==> config.mk <==
export PLATFORM = sky130hd
export DESIGN_NAME = atb_funnel_flat
export DESIGN_NICKNAME = d
export VERILOG_FILES = /design/src/rtl/atb_pkg.sv /design/src/rtl/atb_funnel_if.sv /design/src/rtl/atb_rr_arbiter.sv /design/src/rtl/atb_funnel.sv /design/src/flat_wrapper.sv
export SDC_FILE = /design/constraint.sdc
export NUM_CORES = 1
export LEC_CHECK = 0
export BUFFER_PORTS_ARGS = -buffer_cell sky130_fd_sc_hd__buf_2
export CAP_MARGIN = 20
export CORE_AREA = 2 2 93 95
export CTS_CLUSTER_SIZE = 30
export DETAILED_ROUTE_END_ITERATION = 10
export DIE_AREA = 0 0 95 97
export GPL_ROUTABILITY_DRIVEN = 0
export PLACE_DENSITY = 0.79
export SLEW_MARGIN = 20
export SYNTH_ARGS = -nofsm -noshare
export SYNTH_HDL_FRONTEND = slang
export SYNTH_SLANG_ARGS = --single-unit
==> constraint.sdc <==
create_clock -name atclk -period 2.5 [get_ports atclk]
set_clock_uncertainty 0.15 [all_clocks]
set_input_delay 0.375 -clock atclk [delete_from_list [all_inputs] [get_ports atclk]]
set_output_delay 0.375 -clock atclk [all_outputs]
set_load 0.1 [all_outputs]
==> src/rtl/atb_pkg.sv <==
// Shared ATB widths, payload type and FSM state encodings for the trace funnel.
package atb_pkg;

  localparam int unsigned ATB_DATA_W  = 32;
  localparam int unsigned ATB_BYTES_W = 2;
  localparam int unsigned ATB_ID_W    = 7;

  typedef struct packed {
    logic [ATB_DATA_W-1:0]  data;
    logic [ATB_BYTES_W-1:0] bytes;
    logic [ATB_ID_W-1:0]    id;
  } atb_payload_t;

  typedef enum logic {
    G_IDLE,
    G_GRANT
  } grant_state_e;

  typedef enum logic [1:0] {
    F_IDLE,
    F_DRAIN,
    F_DONE,
    F_WAIT
  } flush_state_e;

  // Next port index after v, wrapping at n.
  function automatic int unsigned wrap_inc(input int unsigned v, input int unsigned n);
    return (v + 1 >= n) ? 0 : v + 1;
  endfunction

endpackage

==> src/rtl/atb_funnel_if.sv <==
// ATB bundle for the funnel: NUM_SRC slave-side sources plus the single merged master port.
interface atb_funnel_if
  import atb_pkg::*;
#(
  parameter int unsigned NUM_SRC = 4
);

  logic [NUM_SRC-1:0][ATB_DATA_W-1:0]  s_atdata;
  logic [NUM_SRC-1:0][ATB_BYTES_W-1:0] s_atbytes;
  logic [NUM_SRC-1:0][ATB_ID_W-1:0]    s_atid;
  logic [NUM_SRC-1:0]                  s_atvalid;
  logic [NUM_SRC-1:0]                  s_atready;
  logic [NUM_SRC-1:0]                  s_afvalid;
  logic [NUM_SRC-1:0]                  s_afready;
  logic [NUM_SRC-1:0]                  s_syncreq;

  logic [ATB_DATA_W-1:0]               m_atdata;
  logic [ATB_BYTES_W-1:0]              m_atbytes;
  logic [ATB_ID_W-1:0]                 m_atid;
  logic                                m_atvalid;
  logic                                m_atready;
  logic                                m_afvalid;
  logic                                m_afready;
  logic                                m_syncreq;

  // Funnel view: consumes source beats, produces the merged stream.
  modport master (
    input  s_atdata, s_atbytes, s_atid, s_atvalid, s_afready,
    input  m_atready, m_afvalid, m_syncreq,
    output s_atready, s_afvalid, s_syncreq,
    output m_atdata, m_atbytes, m_atid, m_atvalid, m_afready
  );

  // Environment view: trace sources and downstream sink.
  modport slave (
    output s_atdata, s_atbytes, s_atid, s_atvalid, s_afready,
    output m_atready, m_afvalid, m_syncreq,
    input  s_atready, s_afvalid, s_syncreq,
    input  m_atdata, m_atbytes, m_atid, m_atvalid, m_afready
  );

endinterface

==> src/rtl/atb_rr_arbiter.sv <==
// Combinational round-robin pick: first requester at or after ptr, wrapping.
module atb_rr_arbiter #(
  parameter int unsigned NUM_SRC = 4,
  parameter int unsigned IDX_W   = $clog2(NUM_SRC)
) (
  input  logic [NUM_SRC-1:0] req,
  input  logic [IDX_W-1:0]   ptr,
  output logic [IDX_W-1:0]   gnt_idx_c,
  output logic               any_c
);

  int unsigned idx;

  always_comb begin
    gnt_idx_c = '0;
    any_c     = 1'b0;
    idx       = 0;
    for (int unsigned off = 0; off < NUM_SRC; off++) begin
      idx = (32'(ptr) + off) % NUM_SRC;
      if (!any_c && req[idx]) begin
        any_c     = 1'b1;
        gnt_idx_c = IDX_W'(idx);
      end
    end
  end

endmodule

==> src/rtl/atb_funnel.sv <==
// ATB trace funnel: round-robin merge of NUM_SRC sources with bounded hold,
// flush fan-out/fan-in and syncreq broadcast. Payload path is zero-latency.
module atb_funnel
  import atb_pkg::*;
#(
  parameter int unsigned NUM_SRC = 4,
  parameter int unsigned HOLD    = 4
) (
  input  logic               atclk,
  input  logic               atresetn,
  input  logic               atclken,
  input  logic [NUM_SRC-1:0] cfg_en,
  atb_funnel_if.master       bus
);

  localparam int unsigned IDX_W = $clog2(NUM_SRC);
  localparam int unsigned CNT_W = 4;

  grant_state_e       gstate, gstate_n;
  logic [IDX_W-1:0]   gnt, gnt_n;
  logic [IDX_W-1:0]   rr_ptr, rr_ptr_n;
  logic [CNT_W-1:0]   beat_cnt, beat_cnt_n;

  flush_state_e       fstate, fstate_n;
  logic [NUM_SRC-1:0] done, done_n;
  logic [NUM_SRC-1:0] syncreq;

  logic [NUM_SRC-1:0] req_c;
  logic [IDX_W-1:0]   arb_ptr_c;
  logic [IDX_W-1:0]   arb_idx_c;
  logic               arb_any_c;

  logic               granted_c;
  logic               cur_valid_c;
  logic               hs_c;
  logic               rearb_c;
  atb_payload_t       pay_c;
  logic               m_atvalid_c;
  logic [NUM_SRC-1:0] s_atready_c;
  logic [NUM_SRC-1:0] s_afvalid_c;
  logic [NUM_SRC-1:0] ack_done_c;
  logic               all_done_c;

  assign req_c       = bus.s_atvalid & cfg_en;
  assign granted_c   = (gstate == G_GRANT);
  assign cur_valid_c = bus.s_atvalid[gnt];
  assign arb_ptr_c   = granted_c ? IDX_W'(wrap_inc(32'(gnt), NUM_SRC)) : rr_ptr;

  atb_rr_arbiter #(
    .NUM_SRC (NUM_SRC),
    .IDX_W   (IDX_W)
  ) u_arb (
    .req       (req_c),
    .ptr       (arb_ptr_c),
    .gnt_idx_c (arb_idx_c),
    .any_c     (arb_any_c)
  );

  // Grant state registers
  always_ff @(posedge atclk or negedge atresetn) begin
    if (!atresetn) begin
      gstate   <= G_IDLE;
      gnt      <= '0;
      rr_ptr   <= '0;
      beat_cnt <= '0;
    end else begin
      gstate   <= gstate_n;
      gnt      <= gnt_n;
      rr_ptr   <= rr_ptr_n;
      beat_cnt <= beat_cnt_n;
    end
  end

  // Grant next-state and merged-port muxing; a pending beat on the granted
  // source pins the grant until it is accepted.
  always_comb begin
    gstate_n    = gstate;
    gnt_n       = gnt;
    rr_ptr_n    = rr_ptr;
    beat_cnt_n  = beat_cnt;
    pay_c       = '0;
    m_atvalid_c = 1'b0;
    s_atready_c = '0;
    hs_c        = 1'b0;
    rearb_c     = 1'b0;

    if (granted_c) begin
      pay_c.data  = bus.s_atdata[gnt];
      pay_c.bytes = bus.s_atbytes[gnt];
      pay_c.id    = bus.s_atid[gnt];
      m_atvalid_c = cur_valid_c;
      s_atready_c = NUM_SRC'(bus.m_atready) << gnt;
      hs_c        = atclken & cur_valid_c & bus.m_atready;
      rearb_c     = !cur_valid_c
                  | (hs_c & ((beat_cnt == CNT_W'(HOLD - 1)) | !cfg_en[gnt]));
    end

    if (atclken) begin
      case (gstate)
        G_IDLE: begin
          if (arb_any_c) begin
            gstate_n   = G_GRANT;
            gnt_n      = arb_idx_c;
            rr_ptr_n   = IDX_W'(wrap_inc(32'(arb_idx_c), NUM_SRC));
            beat_cnt_n = '0;
          end
        end
        G_GRANT: begin
          if (rearb_c) begin
            beat_cnt_n = '0;
            if (arb_any_c) begin
              gnt_n    = arb_idx_c;
              rr_ptr_n = IDX_W'(wrap_inc(32'(arb_idx_c), NUM_SRC));
            end else begin
              gstate_n = G_IDLE;
            end
          end else if (hs_c) begin
            beat_cnt_n = beat_cnt + CNT_W'(1);
          end
        end
        default: gstate_n = G_IDLE;
      endcase
    end
  end

  // Flush state registers
  always_ff @(posedge atclk or negedge atresetn) begin
    if (!atresetn) begin
      fstate <= F_IDLE;
      done   <= '0;
    end else begin
      fstate <= fstate_n;
      done   <= done_n;
    end
  end

  // Flush fan-out/fan-in; the acknowledging cycle counts toward completion.
  always_comb begin
    fstate_n    = fstate;
    done_n      = done;
    s_afvalid_c = (fstate == F_DRAIN) ? (cfg_en & ~done) : '0;
    ack_done_c  = done | (bus.s_afready & s_afvalid_c);
    all_done_c  = &(ack_done_c | ~cfg_en);

    if (atclken) begin
      case (fstate)
        F_IDLE: begin
          done_n = '0;
          if (bus.m_afvalid) fstate_n = F_DRAIN;
        end
        F_DRAIN: begin
          done_n = ack_done_c;
          if (all_done_c && !m_atvalid_c) fstate_n = F_DONE;
        end
        F_DONE:  fstate_n = F_WAIT;
        F_WAIT:  if (!bus.m_afvalid) fstate_n = F_IDLE;
        default: fstate_n = F_IDLE;
      endcase
    end
  end

  // One-cycle syncreq broadcast
  always_ff @(posedge atclk or negedge atresetn) begin
    if (!atresetn) begin
      syncreq <= '0;
    end else if (atclken) begin
      syncreq <= {NUM_SRC{bus.m_syncreq}};
    end
  end

  assign bus.m_atdata  = pay_c.data;
  assign bus.m_atbytes = pay_c.bytes;
  assign bus.m_atid    = pay_c.id;
  assign bus.m_atvalid = m_atvalid_c;
  assign bus.s_atready = s_atready_c;
  assign bus.s_afvalid = s_afvalid_c;
  assign bus.m_afready = (fstate == F_DONE);
  assign bus.s_syncreq = syncreq;

endmodule
==> src/flat_wrapper.sv <==
// flat-port wrapper written by rule: the top's interface ports become plain ports
module atb_funnel_flat import atb_pkg::*;
#(
  parameter int unsigned NUM_SRC = 4,
  parameter int unsigned HOLD    = 4
)
  (atclk, atresetn, atclken, cfg_en, bus_s_atdata, bus_s_atbytes, bus_s_atid, bus_s_atvalid, bus_s_afready, bus_m_atready, bus_m_afvalid, bus_m_syncreq, bus_s_atready, bus_s_afvalid, bus_s_syncreq, bus_m_atdata, bus_m_atbytes, bus_m_atid, bus_m_atvalid, bus_m_afready);
  atb_funnel_if #(.NUM_SRC(NUM_SRC)) bus_i ();
  input  logic atclk;
  input  logic atresetn;
  input  logic atclken;
  input  logic [NUM_SRC-1:0] cfg_en;
  input wire logic [$bits(bus_i.s_atdata)-1:0] bus_s_atdata;
  input wire logic [$bits(bus_i.s_atbytes)-1:0] bus_s_atbytes;
  input wire logic [$bits(bus_i.s_atid)-1:0] bus_s_atid;
  input wire logic [$bits(bus_i.s_atvalid)-1:0] bus_s_atvalid;
  input wire logic [$bits(bus_i.s_afready)-1:0] bus_s_afready;
  input wire logic [$bits(bus_i.m_atready)-1:0] bus_m_atready;
  input wire logic [$bits(bus_i.m_afvalid)-1:0] bus_m_afvalid;
  input wire logic [$bits(bus_i.m_syncreq)-1:0] bus_m_syncreq;
  output wire logic [$bits(bus_i.s_atready)-1:0] bus_s_atready;
  output wire logic [$bits(bus_i.s_afvalid)-1:0] bus_s_afvalid;
  output wire logic [$bits(bus_i.s_syncreq)-1:0] bus_s_syncreq;
  output wire logic [$bits(bus_i.m_atdata)-1:0] bus_m_atdata;
  output wire logic [$bits(bus_i.m_atbytes)-1:0] bus_m_atbytes;
  output wire logic [$bits(bus_i.m_atid)-1:0] bus_m_atid;
  output wire logic [$bits(bus_i.m_atvalid)-1:0] bus_m_atvalid;
  output wire logic [$bits(bus_i.m_afready)-1:0] bus_m_afready;
  assign bus_i.s_atdata = bus_s_atdata;
  assign bus_i.s_atbytes = bus_s_atbytes;
  assign bus_i.s_atid = bus_s_atid;
  assign bus_i.s_atvalid = bus_s_atvalid;
  assign bus_i.s_afready = bus_s_afready;
  assign bus_i.m_atready = bus_m_atready;
  assign bus_i.m_afvalid = bus_m_afvalid;
  assign bus_i.m_syncreq = bus_m_syncreq;
  assign bus_s_atready = bus_i.s_atready;
  assign bus_s_afvalid = bus_i.s_afvalid;
  assign bus_s_syncreq = bus_i.s_syncreq;
  assign bus_m_atdata = bus_i.m_atdata;
  assign bus_m_atbytes = bus_i.m_atbytes;
  assign bus_m_atid = bus_i.m_atid;
  assign bus_m_atvalid = bus_i.m_atvalid;
  assign bus_m_afready = bus_i.m_afready;
  atb_funnel #(.NUM_SRC(NUM_SRC), .HOLD(HOLD)) u_core (.atclk(atclk), .atresetn(atresetn), .atclken(atclken), .cfg_en(cfg_en), .bus(bus_i));
endmodule
==> qor.csv <==
stage;metric;value;unit
global_route;met2_usage;0.350;
timing;rsz0062_at_grt;false;
routing;wl_per_cell;18.2;µm
flow_run;drv_cap;0;
pwr;vdd_ir_drop_max;0.000778;V
pwr;sw_frac_of_total;0.658;
synthesis;async_flop_share;1.00;
synthesis;synth-compound-area-share;0.0749;
timing;finalWorstSetupSlack;59.6;ps
min_path;hold_path.class;in -> reg;
floorplanning;fp.coreArea;0.00813;mm²
routing;drc_errors;0;
synthesis;synth_top_area_frac;0.417;
placement;placed_area;0.00373;mm²
clock_tree;numCtsBuffers;3;
timing;min_period;2440;ps
worst_setup_path;cp.arrival;1920;ps
floorplanning;die_x;95;µm
pwr;power_frac_comb;0.901;
timing;min_period_over_period;0.976;
global_route;use_met3;0.0701;
clock_tree;cts_tree;built;
finish;register_area;405;µm²
synthesis;synth_xor_area_frac;0.00377;
clock_tree;cts_buffer_depth;2;
global_route;grt_pass1_wl;14.7;mm
worst_setup_path;crit_path_max_incr_delay;500;ps
synthesis;syn_nets;402;
synthesis;synthMuxAreaShare;0.454;
clock_tree;ctsRootBufferMaster;clkbuf_8;
synthesis;synthSimpleGateAreaFrac;0.216;
finish;final_nets;634;
floorplanning;die_h;97;µm
synthesis;synth.area.top_cells;mux4_2 42%, dfrtp_1 17%, and2_1 11%, ha_1 3.2%, o21ai_0 2.4%;
clock_tree;htreeDepth;1;
finish;areaGrowthSynthToFinish;69.7;%
pwr;intPower;0.00227;W
timing;max_freq;410;MHz
synthesis;synth_cell_type_count;36;
worst_setup_path;critPathCaptureType;primary output;
synthesis;seq_area_frac_synth;0.172;
floorplanning;placementRows;33;
finish;final.fill_count;765;
worst_setup_path;cp_cell_sequence;buf_12 > mux4_2 > and2_2 > clkbuf_4;
worst_setup_path;cp_slowest_cell;mux4_2;
synthesis;yosys.area_share.adder;0.0323;
routing;drtIter0Drc;70;
global_route;grt-ovfl-total;0;
worst_setup_path;cp-startpoint;u_core.gnt[0];
timing;finalSetupViolCount;0;
worst_setup_path;rr_startpoint;u_core.gnt[0];
worst_setup_path;critPathMaxFanout;20;
placement;dp_slack;199;ps
worst_setup_path;cp.required;1980;ps
pwr;power.leakage;1.92;nW
routing;ant_nets;0;
synthesis;synth_top_cells_by_count;43 x mux4_2, 42 x and2_1, 16 x dfrtp_1, 14 x nand2_1, 11 x o21ai_0;
worst_setup_path;path_class;reg -> out;
synthesis;synth_top_cell_by_area;mux4_2;
routing;drt-total-wl;10.0;mm
global_route;gr-usage-all-layers;0.206;
finish;final_core_util;0.484;
worst_setup_path;critPathTopFamily;multiplexers;
floorplanning;die_area;0.00922;mm²
clock_tree;clk_pin_slew_worst_paths;60;ps
clock_tree;clkLatencyLatePin;250;ps
synthesis;synth-seq-cells;16;
finish;multi_input_area;0.00186;mm²
floorplanning;io_pins;237;
worst_setup_path;reg2reg_to;u_core.rr_ptr[1];
synthesis;syn_area_per_cell;10.9;µm²
synthesis;synth_edf_count;0;
worst_setup_path;r2r_cells;8;
pwr;power_switching;0.00435;W
worst_setup_path;start_kind;flip-flop;
worst_setup_path;crit_buf_inv;2;
worst_setup_path;ff2ff_setup_slack;100;ps
outcome;status;finished, final reports clean;
finish;drive_gt1_frac;0.748;
worst_setup_path;crit_path_end;bus_m_atdata[20];
placement;post-dp-hpwl;8.43;mm
clock_tree;cts_sinks;16;
synthesis;netlist_instances;214;
timing;hold_violations;0;
finish;final_area;0.00394;mm²
synthesis;synth_top_family_by_area;multiplexers;
timing;finalMaxSlewViolations;0;
timing;max_slew_margin;0.666;
synthesis;ys_warn_count;0;
pwr;p_clk_frac;0.035;
pwr;power_density;1680;mW/mm²
global_route;grt_max_degree;28;
routing;via_per_inst;5.14;
routing;via_count;2839;
synthesis;syn_area;0.00232;mm²
global_route;grt_most_used_layer;met2;
global_route;grt_pass1_vias;2928;
global_route;gr-usage-met1;0.241;
worst_setup_path;cp_num_cells;4;
synthesis;synth_most_common_cell;mux4_2;
timing;worst_pin_slew;504;ps
placement;io_buffers;236;
pwr;seq_power_share;0.064;
global_route;antenna_found_initial;2;
routing;drt-pass1-iter-count;4;
synthesis;synth_ff_type;dfrtp_1;
floorplanning;start_util;0.285;
[power by group through the flow]
| stage | Combinational, W | Clock, W | Sequential (W) |
|---|---|---|---|
| after global placement | 0.00558 | 0 | 0.000420 |
| after floorplan | 0.00477 | 0 | 0.000401 |
| final | 0.00596 | 0.000231 | 0.000422 |
| after CTS | 0.00581 | 0.000237 | 0.000421 |
| after detailed placement | 0.00565 | 0 | 0.000425 |
| after global routing | 0.00622 | 0.000245 | 0.000432 |
[metal layers]
metal  share of wire  vias up
met1            0.36     1354
li1                -     1287
met3            0.10       26
met5          0.0014        -
met2            0.51      170
met4           0.024        2
[cell type report]
cell class,count,area share
Antenna cell,2,0.00127
Sequential cell,16,0.103
Tap cell,105,0.0333
Multi-Input combinational cell,174,0.473
Inverter,5,0.00476
Clock buffer,4,0.0140
Timing Repair Buffer,246,0.371
[how the worst min path moves through the flow]
stage | start | to | slack [ps] | depth (start not counted)
detailed placement | atresetn | u_core.bus.s_syncreq[0] | 170 | 1
global route | bus_m_syncreq | u_core.bus.s_syncreq[0] | 210 | 2
global placement | atresetn | u_core.bus.s_syncreq[0] | 160 | 1
CTS | bus_m_syncreq | u_core.bus.s_syncreq[0] | 200 | 2
finish | bus_m_syncreq | u_core.bus.s_syncreq[0] | 200 | 2
floorplan | atresetn | u_core.beat_cnt[0] | -70 | 0
[flip-flops by register name, summed over array words and instances (netlist names)]
signal / flops
u_core.beat_cnt: 4
u_core.bus.s_syncreq: 1
u_core.rr_ptr: 2
u_core.gnt: 2
u_core.fstate: 2
u_core.done: 4
u_core.granted_c: 1
[repair_timing]
| action | CTS | global route |
|---|---|---|
| hold buffers | 1 | 0 |
| cloned | 0 | 1 |
| hold endpoints to repair | 16 | 0 |
| buffers inserted | 0 | 2 |
| endpoints found under the setup margin | 25 | 41 |
| resized for setup | 26 | 24 |
[metrics by stage]
step	cells	setup TNS, ps	hold WS (ps)	total power (W)
4_1_cts	547	0	200	0.00647
5_1_grt	551	0	208	0.00690
6_report	552	0	204	0.00662
3_3_place_gp	542	0	159	0.00601
3_5_place_dp	542	0	172	0.00608
2_1_floorplan	214	-1030	-70.6	0.00517
[kinds of logic (layout without fill, tap and decap cells)]
kind of cell / count (synthesis) / count (layout)
AO/OA/AOI/OAI: 28 / 28
XOR/XNOR: 1 / 1
adder cells (fa/ha/maj): 6 / 6
buffers and inverters: 24 / 255
flip-flops: 16 / 16
multiplexers: 51 / 51
other: 0 / 2
AND/OR/NAND/NOR: 88 / 88
[worst reg2reg max path, stage by stage, from the launching register on]
cell      delay [ps]
dfrtp_4          530
buf_4            170
ha_1             290
mux2i_2          270
nor3_1           120
a221oi_1         220
nand2_1          140
xnor2_1          140
mux2_2           250
[cell usage in the layout, fill, tap and decap left out, types with 2 or more instances in the layout]
master,synthesis,layout
and2_2,0,30
nand2_1,14,14
diode_2,0,2
mux2i_1,4,3
clkbuf_8,0,4
nor3b_1,4,4
mux2_2,4,4
dfrtp_1,16,14
and3b_1,4,4
and2_1,42,12
inv_1,5,5
clkbuf_4,0,3
or2_1,2,2
nor2_1,9,9
buf_2,6,194
o21ai_0,11,11
mux4_2,43,43
nand3_1,3,3
ha_1,6,6
nor3_2,0,2
a31oi_1,4,4
buf_4,3,40
buf_12,0,6
a21oi_1,6,6
Power figures use the tool's default switching activity.
